File: config.mk
export PLATFORM = sky130hd
export DESIGN_NAME = mmcm_phase_shifter_multi_flat
export DESIGN_NICKNAME = d
export VERILOG_FILES = /design/src/rtl/mmcm_phase_shifter_multi_pkg.sv /design/src/rtl/mmcm_phase_shifter_multi_if.sv /design/src/rtl/mmcm_phase_shifter_multi_channel.sv /design/src/rtl/mmcm_phase_shifter_multi.sv /design/src/flat_wrapper.sv
export SDC_FILE = /design/constraint.sdc
export NUM_CORES = 1
export LEC_CHECK = 0
export ABC_AREA = 1
export CAP_MARGIN = 20
export CORE_AREA = 2 2 84 94
export CTS_CLUSTER_DIAMETER = 40
export CTS_CLUSTER_SIZE = 8
export DETAILED_ROUTE_END_ITERATION = 16
export DIE_AREA = 0 0 86 96
export PLACE_DENSITY = 0.84
export SLEW_MARGIN = 40
export SYNTH_ARGS = -nofsm -noshare
export SYNTH_HDL_FRONTEND = slang
export SYNTH_HIERARCHICAL = 1
export SYNTH_SLANG_ARGS = --single-unit
export TNS_END_PERCENT = 50
File: constraint.sdc
create_clock -name clk -period 4.3 [get_ports clk]
set_clock_uncertainty 0.1 [all_clocks]
set_input_delay 1.075 -clock clk [delete_from_list [all_inputs] [get_ports clk]]
set_output_delay 1.075 -clock clk [all_outputs]
set_load 0.02 [all_outputs]
File: src/rtl/mmcm_phase_shifter_multi_pkg.sv
// Shared types and constants for the multi-channel MMCM phase stepper.
// MMCM_PS_TIMEOUT_EN enables the per-channel psdone timeout. The counter width helper below sizes that timeout counter.
package mmcm_ps_pkg;

    typedef enum logic {
        IDLE = 1'b0,
        WAIT = 1'b1
    } ps_state_e;

    localparam int unsigned DEFAULT_WIDTH          = 16;
    localparam int unsigned DEFAULT_TIMEOUT_CYCLES = 1023;

    function automatic int unsigned timeout_cnt_w(input int unsigned cycles);
        return $clog2(cycles + 1);
    endfunction

    localparam int unsigned DEFAULT_TIMEOUT_CNT_W = timeout_cnt_w(DEFAULT_TIMEOUT_CYCLES);

endpackage

File: src/rtl/mmcm_phase_shifter_multi_if.sv
// Bundle between the phase-shift controller (master: config bank plus MMCM psdone) and the stepper (slave).
interface mmcm_phase_shifter_multi_if #(
    parameter int unsigned N_CH  = 2,
    parameter int unsigned WIDTH = 16
);
    logic [N_CH-1:0]       enable;
    logic [N_CH*WIDTH-1:0] target;
    logic [N_CH-1:0]       psdone;
    logic                  err_clr;
    logic [N_CH-1:0]       psen;
    logic [N_CH-1:0]       psincdec;
    logic [N_CH*WIDTH-1:0] phase;
    logic [N_CH-1:0]       busy;
    logic                  ready;
    logic [N_CH-1:0]       err;

    modport master (
        output enable, target, psdone, err_clr,
        input  psen, psincdec, phase, busy, ready, err
    );

    modport slave (
        input  enable, target, psdone, err_clr,
        output psen, psincdec, phase, busy, ready, err
    );
endinterface

File: src/rtl/mmcm_phase_shifter_multi_channel.sv
// One MMCM phase-shift channel. It has a two-state FSM, a signed position counter and a sticky spurious-psdone flag.
// When MMCM_PS_TIMEOUT_EN is defined, the channel gives up waiting for psdone after TIMEOUT_CYCLES cycles.
module mmcm_ps_channel
    import mmcm_ps_pkg::*;
#(
    parameter int unsigned WIDTH = DEFAULT_WIDTH
`ifdef MMCM_PS_TIMEOUT_EN
    ,
    parameter int unsigned TIMEOUT_CYCLES = DEFAULT_TIMEOUT_CYCLES
`endif
) (
    input  logic                    clk,
    input  logic                    rst,
    input  logic                    enable_i,
    input  logic signed [WIDTH-1:0] target_i,
    input  logic                    psdone_i,
    input  logic                    err_clr_i,
    output logic                    psen_o,
    output logic                    psincdec_o,
    output logic signed [WIDTH-1:0] phase_o,
    output logic                    busy_o,
    output logic                    err_o,
    output logic                    at_target_o
);

    localparam logic signed [WIDTH-1:0] ONE = WIDTH'(1);

    ps_state_e               state_q, state_d;
    logic                    psen_q, psen_d;
    logic                    pid_q, pid_d;
    logic signed [WIDTH-1:0] phase_q, phase_d;
    logic                    err_q, err_d;
    logic                    timeout;

`ifdef MMCM_PS_TIMEOUT_EN
    localparam int unsigned CNT_W = timeout_cnt_w(TIMEOUT_CYCLES);

    logic [CNT_W-1:0] cnt_q, cnt_d;

    always_comb begin
        cnt_d = '0;
        if (state_q == WAIT) begin
            cnt_d = cnt_q + CNT_W'(1);
        end
    end

    always_ff @(posedge clk or posedge rst) begin
        if (rst) begin
            cnt_q <= '0;
        end else begin
            cnt_q <= cnt_d;
        end
    end

    assign timeout = (cnt_q == CNT_W'(TIMEOUT_CYCLES - 1));
`else
    assign timeout = 1'b0;
`endif

    always_comb begin
        state_d = state_q;
        psen_d  = 1'b0;
        pid_d   = pid_q;
        phase_d = phase_q;
        // A new spurious psdone beats a simultaneous clear.
        err_d   = err_q & ~err_clr_i;
        unique case (state_q)
            IDLE: begin
                if (psdone_i) begin
                    err_d = 1'b1;
                end
                if (enable_i && (phase_q != target_i)) begin
                    psen_d  = 1'b1;
                    pid_d   = (target_i > phase_q);
                    state_d = WAIT;
                end
            end
            WAIT: begin
                if (psdone_i) begin
                    phase_d = pid_q ? (phase_q + ONE) : (phase_q - ONE);
                    state_d = IDLE;
                end else if (timeout) begin
                    err_d   = 1'b1;
                    state_d = IDLE;
                end
            end
            default: state_d = IDLE;
        endcase
    end

    always_ff @(posedge clk or posedge rst) begin
        if (rst) begin
            state_q <= IDLE;
            psen_q  <= 1'b0;
            pid_q   <= 1'b0;
            phase_q <= '0;
            err_q   <= 1'b0;
        end else begin
            state_q <= state_d;
            psen_q  <= psen_d;
            pid_q   <= pid_d;
            phase_q <= phase_d;
            err_q   <= err_d;
        end
    end

    assign psen_o      = psen_q;
    assign psincdec_o  = pid_q;
    assign phase_o     = phase_q;
    assign busy_o      = (state_q == WAIT);
    assign err_o       = err_q;
    assign at_target_o = (state_q == IDLE) && (phase_q == target_i);

endmodule

File: src/rtl/mmcm_phase_shifter_multi.sv
// N_CH independent MMCM dynamic phase steppers, each driving psen/psincdec toward its target.
// The MMCM_PS_TIMEOUT_EN macro enables the per-channel psdone timeout, and TIMEOUT_CYCLES sets its length.
module mmcm_phase_shifter_multi
    import mmcm_ps_pkg::*;
#(
    parameter int unsigned N_CH           = 2,
    parameter int unsigned WIDTH          = DEFAULT_WIDTH,
    parameter int unsigned TIMEOUT_CYCLES = DEFAULT_TIMEOUT_CYCLES
) (
    input logic                         clk,
    input logic                         rst,
    mmcm_phase_shifter_multi_if.slave   bus
);

    logic [N_CH-1:0] at_target;

    for (genvar i = 0; i < N_CH; i++) begin : g_ch
        mmcm_ps_channel #(
            .WIDTH          (WIDTH)
`ifdef MMCM_PS_TIMEOUT_EN
            ,
            .TIMEOUT_CYCLES (TIMEOUT_CYCLES)
`endif
        ) u_ch (
            .clk         (clk),
            .rst         (rst),
            .enable_i    (bus.enable[i]),
            .target_i    (bus.target[i*WIDTH +: WIDTH]),
            .psdone_i    (bus.psdone[i]),
            .err_clr_i   (bus.err_clr),
            .psen_o      (bus.psen[i]),
            .psincdec_o  (bus.psincdec[i]),
            .phase_o     (bus.phase[i*WIDTH +: WIDTH]),
            .busy_o      (bus.busy[i]),
            .err_o       (bus.err[i]),
            .at_target_o (at_target[i])
        );
    end

    assign bus.ready = &at_target;

endmodule

File: src/flat_wrapper.sv
// flat-port wrapper written by rule: the top's interface ports become plain ports
module mmcm_phase_shifter_multi_flat import mmcm_ps_pkg::*;
#(
    parameter int unsigned N_CH           = 2,
    parameter int unsigned WIDTH          = DEFAULT_WIDTH,
    parameter int unsigned TIMEOUT_CYCLES = DEFAULT_TIMEOUT_CYCLES
)
  (clk, rst, bus_enable, bus_target, bus_psdone, bus_err_clr, bus_psen, bus_psincdec, bus_phase, bus_busy, bus_ready, bus_err);
  mmcm_phase_shifter_multi_if #(.N_CH(N_CH), .WIDTH(WIDTH)) bus_i ();
  input logic clk;
  input logic rst;
  input wire logic [$bits(bus_i.enable)-1:0] bus_enable;
  input wire logic [$bits(bus_i.target)-1:0] bus_target;
  input wire logic [$bits(bus_i.psdone)-1:0] bus_psdone;
  input wire logic [$bits(bus_i.err_clr)-1:0] bus_err_clr;
  output wire logic [$bits(bus_i.psen)-1:0] bus_psen;
  output wire logic [$bits(bus_i.psincdec)-1:0] bus_psincdec;
  output wire logic [$bits(bus_i.phase)-1:0] bus_phase;
  output wire logic [$bits(bus_i.busy)-1:0] bus_busy;
  output wire logic [$bits(bus_i.ready)-1:0] bus_ready;
  output wire logic [$bits(bus_i.err)-1:0] bus_err;
  assign bus_i.enable = bus_enable;
  assign bus_i.target = bus_target;
  assign bus_i.psdone = bus_psdone;
  assign bus_i.err_clr = bus_err_clr;
  assign bus_psen = bus_i.psen;
  assign bus_psincdec = bus_i.psincdec;
  assign bus_phase = bus_i.phase;
  assign bus_busy = bus_i.busy;
  assign bus_ready = bus_i.ready;
  assign bus_err = bus_i.err;
  mmcm_phase_shifter_multi #(.N_CH(N_CH), .WIDTH(WIDTH), .TIMEOUT_CYCLES(TIMEOUT_CYCLES)) u_core (.clk(clk), .rst(rst), .bus(bus_i));
endmodule
== Word-level counts from Yosys, hierarchy flattened ==
Cells that the tools add are included.

* Add/sub/neg operators: 4
* Magnitude comparators: 2
* Equal/unequal tests: 4
* Mux-type cells: 14
* Bitwise operators: 5
* Reductions and logical operators: 9

{| class="wikitable"
|+ Operators with widths
! cell !! count
|-
| adder 16 x 2 -> 16 bit (second input constant) || 2
|-
| equality test 16 bit || 2
|-
| greater-than comparator 16 bit || 2
|-
| 2-to-1 mux 16 bit || 2
|-
| inequality test 16 bit || 2
|-
| subtractor 16 x 2 -> 16 bit (second input constant) || 2
|-
| AND reduction 2 bit || 5
|-
| 2-to-1 mux 1 bit || 8
|-
| case mux 1 bit (2 select lines) || 4
|-
| logical AND 1 bit || 4
|-
| NOT 1 bit || 3
|-
| AND 1 bit || 2
|}

* Flip-flop bits (word level): 40
* Bits of input ports: 39
* Output and inout port bits: 41
* Word-level logic and storage cells: 48

== Logic depth before layout (Yosys ltp) ==
* Word-level depth: 4
* Gate-level depth with buffers: 13
* Depth with buffers taken out: 13

== Modules after synthesis ==
Netlist, hierarchy kept.

{| class="wikitable"
|+ Modules (own cells, without submodules)
! module !! times used !! cells each !! area each (um^2) !! sequential area each (um^2)
|-
| mmcm_ps_channel || 2 || 310 || 2060.7 || 500.5
|-
| mmcm_phase_shifter_multi || 1 || 2 || 7.5 || 0.0
|}

== Worst setup path before layout ==
No wires, ideal clock.

* Path type: in2out
* Start: in bus_target[15]
* End: out bus_ready
* Arrival time: 2.078 ns
* Path slack: 1.047 ns
* Stages: 9
* Buffers on the path: 0
* Cells stage by stage: ha_1 > nand2_2 > nor2_4 > nand2_1 > nor2_2 > nand2_1 > nor2_1 > nand2_1 > inv_1

* Cells in the longest elaborated chain, start to end: 3

{| class="wikitable"
|+ Ends and longest elaborated chain
! what !! RTL line !! source
|-
| start, declared || flat_wrapper.sv:13 || <nowiki>input wire logic [$bits(bus_i.target)-1:0] bus_target;</nowiki>
|-
| equality test 16 bit || mmcm_phase_shifter_multi_channel.sv:112 || <nowiki>assign at_target_o = (state_q == IDLE) && (phase_q == target_i);</nowiki>
|-
| logical AND 1 bit || mmcm_phase_shifter_multi_channel.sv:112 ||
|-
| named net u_core.at_target[0] || mmcm_phase_shifter_multi.sv:15 || <nowiki>logic [N_CH-1:0] at_target;</nowiki>
|-
| AND reduction 2 bit || mmcm_phase_shifter_multi.sv:40 || <nowiki>assign bus.ready = &at_target;</nowiki>
|-
| end, declared || flat_wrapper.sv:20 || <nowiki>output wire logic [$bits(bus_i.ready)-1:0] bus_ready;</nowiki>
|}

The timed path passes the listed nets, and every way through them passes these cells.

== Worst setup path after layout ==
* Start: in bus_target[11]
* End: out bus_ready

Same word-level chain as after synthesis.

==> results.md <==
- Status: finished, final reports clean
- Max stage delay on crit path: around 0.43 ns
- Critical path type: input port to output port
- Syn Nets: 723
- Starting Density: a little under three fifths
- Startpoint Class: input port
- Placed cell count: ~800
- Post-synth top area cell: dfrtp_1
- Grt total ovfl: 0
- Avg Cell Area, Syn: around 6.6 um^2
- VDD IR max: 0.439 mV
- Synth top area cells: dfrtp_1 24%, nand2_1 20%, ha_1 18%
- HP Class: flip-flop to flip-flop
- CP endpoint kind: output port
- Tcrit/Tclk final: 93.5%
- Sequential share of the synthesized area: 24.2%
- CP delay by family, top: buffers and inverters
- Commonest non-fill, non-tap cell in the layout: nand2_1
- Pre-antenna DRT Iters: 5
- CTS tree: done
- Placed wire-length estimate: 8.51 mm
- ANT nets after route: 0
- Static leakage: approximately 2.8 nW
- Multi-input logic area: 0.00266 mm^2
- Syn Std Cell Area: around 0.0041 mm^2
- CTS clock-pin slew for the worst setup and hold paths: approximately 0.09 ns
- Synth-to-layout area growth: 23.8%
- Initial antenna violation count: 0
- Via density: 5.24
- Register Area: ~0.001 mm^2
- Finished Layout Cells: 795
- Die ar.: around 0.0083 mm^2
- Pwr dens: 901 mW/mm^2
- GR Util All Layers: 27.0%
- Number of max-cap violations: 0
- Tmin final: approximately 4 ns
- First-pass GRT wire length: 17.9 mm
- DRC Markers: 0
- CTS Buffer Depth: 2
- CP Data Arrival Time: about 2.9 ns
- Setup ws final: between 0.2 and 0.3 ns
- Commonest non-fill, non-tap cells in the layout: 219 x nand2_1, 101 x inv_1, 78 x clkdlybuf4s50_1, 60 x ha_1, 44 x nand3_1
- Setup violations, final: 0
- Ys Warns: 6
- Chip Height: 96 um
- Synth unique cells: 31
- Die width: 86 um
- I/O pin cnt: 80
- Largest net degree at the start of global routing: 21
- Overall power: between 4 and 5 mW
- H-tree levels: 2
- Top-area cell type share of the netlist area: 24.2%
- DR vias: 4164
- Gpl congestion: 0.953
- Final Slew Violations: 0
- Place WS: -0.00464 ns
- Crit Path Max Fanout: 2
- Core Region: 0.00731 mm^2
- Most frequent CP cell: nand2_1
- Cell row count: 33
- DR WL/cell: between 10 and 15 um
- Clock tree sinks: 40
- CTS root buf: clkbuf_8
- RSZ-0062 raised after global routing: false
- Max_slew headroom: 61.0%
- Fill count: 628
- CP cell instances: clkdlybuf4s50_1 -> ha_1 -> nand2_1 -> nor2_1 -> nand2_1 -> nor2_2 -> nand2_1 -> nor2_1 -> nand2_1 -> inv_1 -> dlygate4sd2_1
- Nets: roughly 810
- Yosys reg bits: 40
- Clock latency on the worst-skew pair: approximately 0.29 ns
- PortBufs: 79
- Vias in the first global route: 4191
- # hold bufs at CTS: 0
- Req. time, crit path: 3.12 ns
- Slowest-stage cell, CP: clkdlybuf4s50_1
- Drt total wl: 10.4 mm
- DR iter-0 viols: between 150 and 200
- Antenna cells: 0
- Worst-Margin Slew: roughly 0.6 ns
- Crit path buf inv count: 3
- Layout cells sized above 1: 7.20%
- Fmax: 249 MHz
- Hold Violations, Final: 0
- Final setup TNS: 0 ns
- CTS Buf Count: 5
- WHS: approximately 0.44 ns
- Mapped Cells: 622
-- cell type report --
type / instances / area share (%)
clock inverters: 2 / 0.294
inverters: 115 / 8.44
flip-flops and latches: 40 / 19.6
repair buffers: 82 / 15.9
multi-input cells: 463 / 52.1
clock buffers: 6 / 1.62
well taps: 87 / 2.13
-- tightest hold or removal path, cell delays in order, from the launching register on --
cell	delay (ns)
dfrtp_1	0.39
inv_1	0.05
o21ai_0	0.06
-- state kept, by name, indices dropped and copies added, names as in the netlist --
signal	count
u_core/g_ch.u_ch/busy_o	2
u_core/g_ch.u_ch/psincdec_o	2
u_core/g_ch.u_ch/phase_o	32
u_core/g_ch.u_ch/psen_o	2
u_core/g_ch.u_ch/err_o	2
-- metrics by stage --
| step | cell area, um^2 | util [%] |
|---|---|---|
| floorplan | 4130 | - |
| finish | 5110 | 70.0 |
| detailed placement | 5020 | 68.6 |
| global placement | 5020 | 68.6 |
| CTS | 5110 | 70.0 |
| global route | 5110 | 70.0 |
-- what timing repair did --
action                     in CTS  in global routing
setup endpoints to repair       1                  0
buffers inserted                0                  0
gates resized for setup         1                  0
-- worst paths after layout --
path	startpoint	endpoint	slack, ns	cells past startpoint
min reg2reg	u_core/g_ch[0].u_ch/err_o$_DFF_PP0_	u_core/g_ch[0].u_ch/err_o$_DFF_PP0_	0.44	2
min	u_core/g_ch[0].u_ch/err_o$_DFF_PP0_	u_core/g_ch[0].u_ch/err_o$_DFF_PP0_	0.44	2
max reg2reg	u_core/g_ch[0].u_ch/psincdec_o$_DFFE_PP0P_	u_core/g_ch[0].u_ch/phase_o[7]$_DFFE_PP0P_	1.96	9
max	bus_target[11]	bus_ready	0.28	11
min in group asynchronous	rst	u_core/g_ch[1].u_ch/busy_o$_DFF_PP0_	1.05	2
max in group asynchronous	rst	u_core/g_ch[0].u_ch/phase_o[13]$_DFFE_PP0P_	2.73	2
-- where the power goes --
| group | switching (mW) | internal, mW | leakage, nW |
|---|---|---|---|
| registers | 0.198 | 0.544 | 0.490 |
| logic | 2.17 | 1.42 | 2.27 |
| clock network | 0.152 | 0.130 | 0.0434 |
-- cells in the mapped netlist, drive strengths merged --
| library cell | number |
|---|---|
| ha | 60 |
| nand3 | 50 |
| nand3b | 4 |
| inv | 113 |
| nand2 | 229 |
| a21o | 2 |
| nand4 | 4 |
| fa | 2 |
| o21ai | 18 |
| clkbuf | 4 |
| or2 | 4 |
| xor2 | 2 |
| clkinv | 2 |
| dfrtp | 40 |
| o22ai | 4 |
| xnor2 | 8 |
| o21bai | 2 |
| nor2 | 34 |
| and2 | 4 |
| nor3 | 4 |
| a21oi | 32 |
-- layer usage --
metal / global-route usage [%] / share of wire, %
met2: 52.6 / 55
met3: 2.74 / 3.7
met4: 9.26 / 1.7
met1: 30.2 / 40
met5: 0 / 0
-- logic make-up after synthesis --
logic type                 after synthesis  synth area share [%]
and+or+nand+nor                        333                  35.4
adders and majority gates               62                  19.2
buffers and inverters                  119                  11.3
AOI/OAI and AO/OA                       58                  7.76
xor gates and xnor gates                10                  2.12
DFF                                     40                  24.2
(Power assumes the default switching activity.)
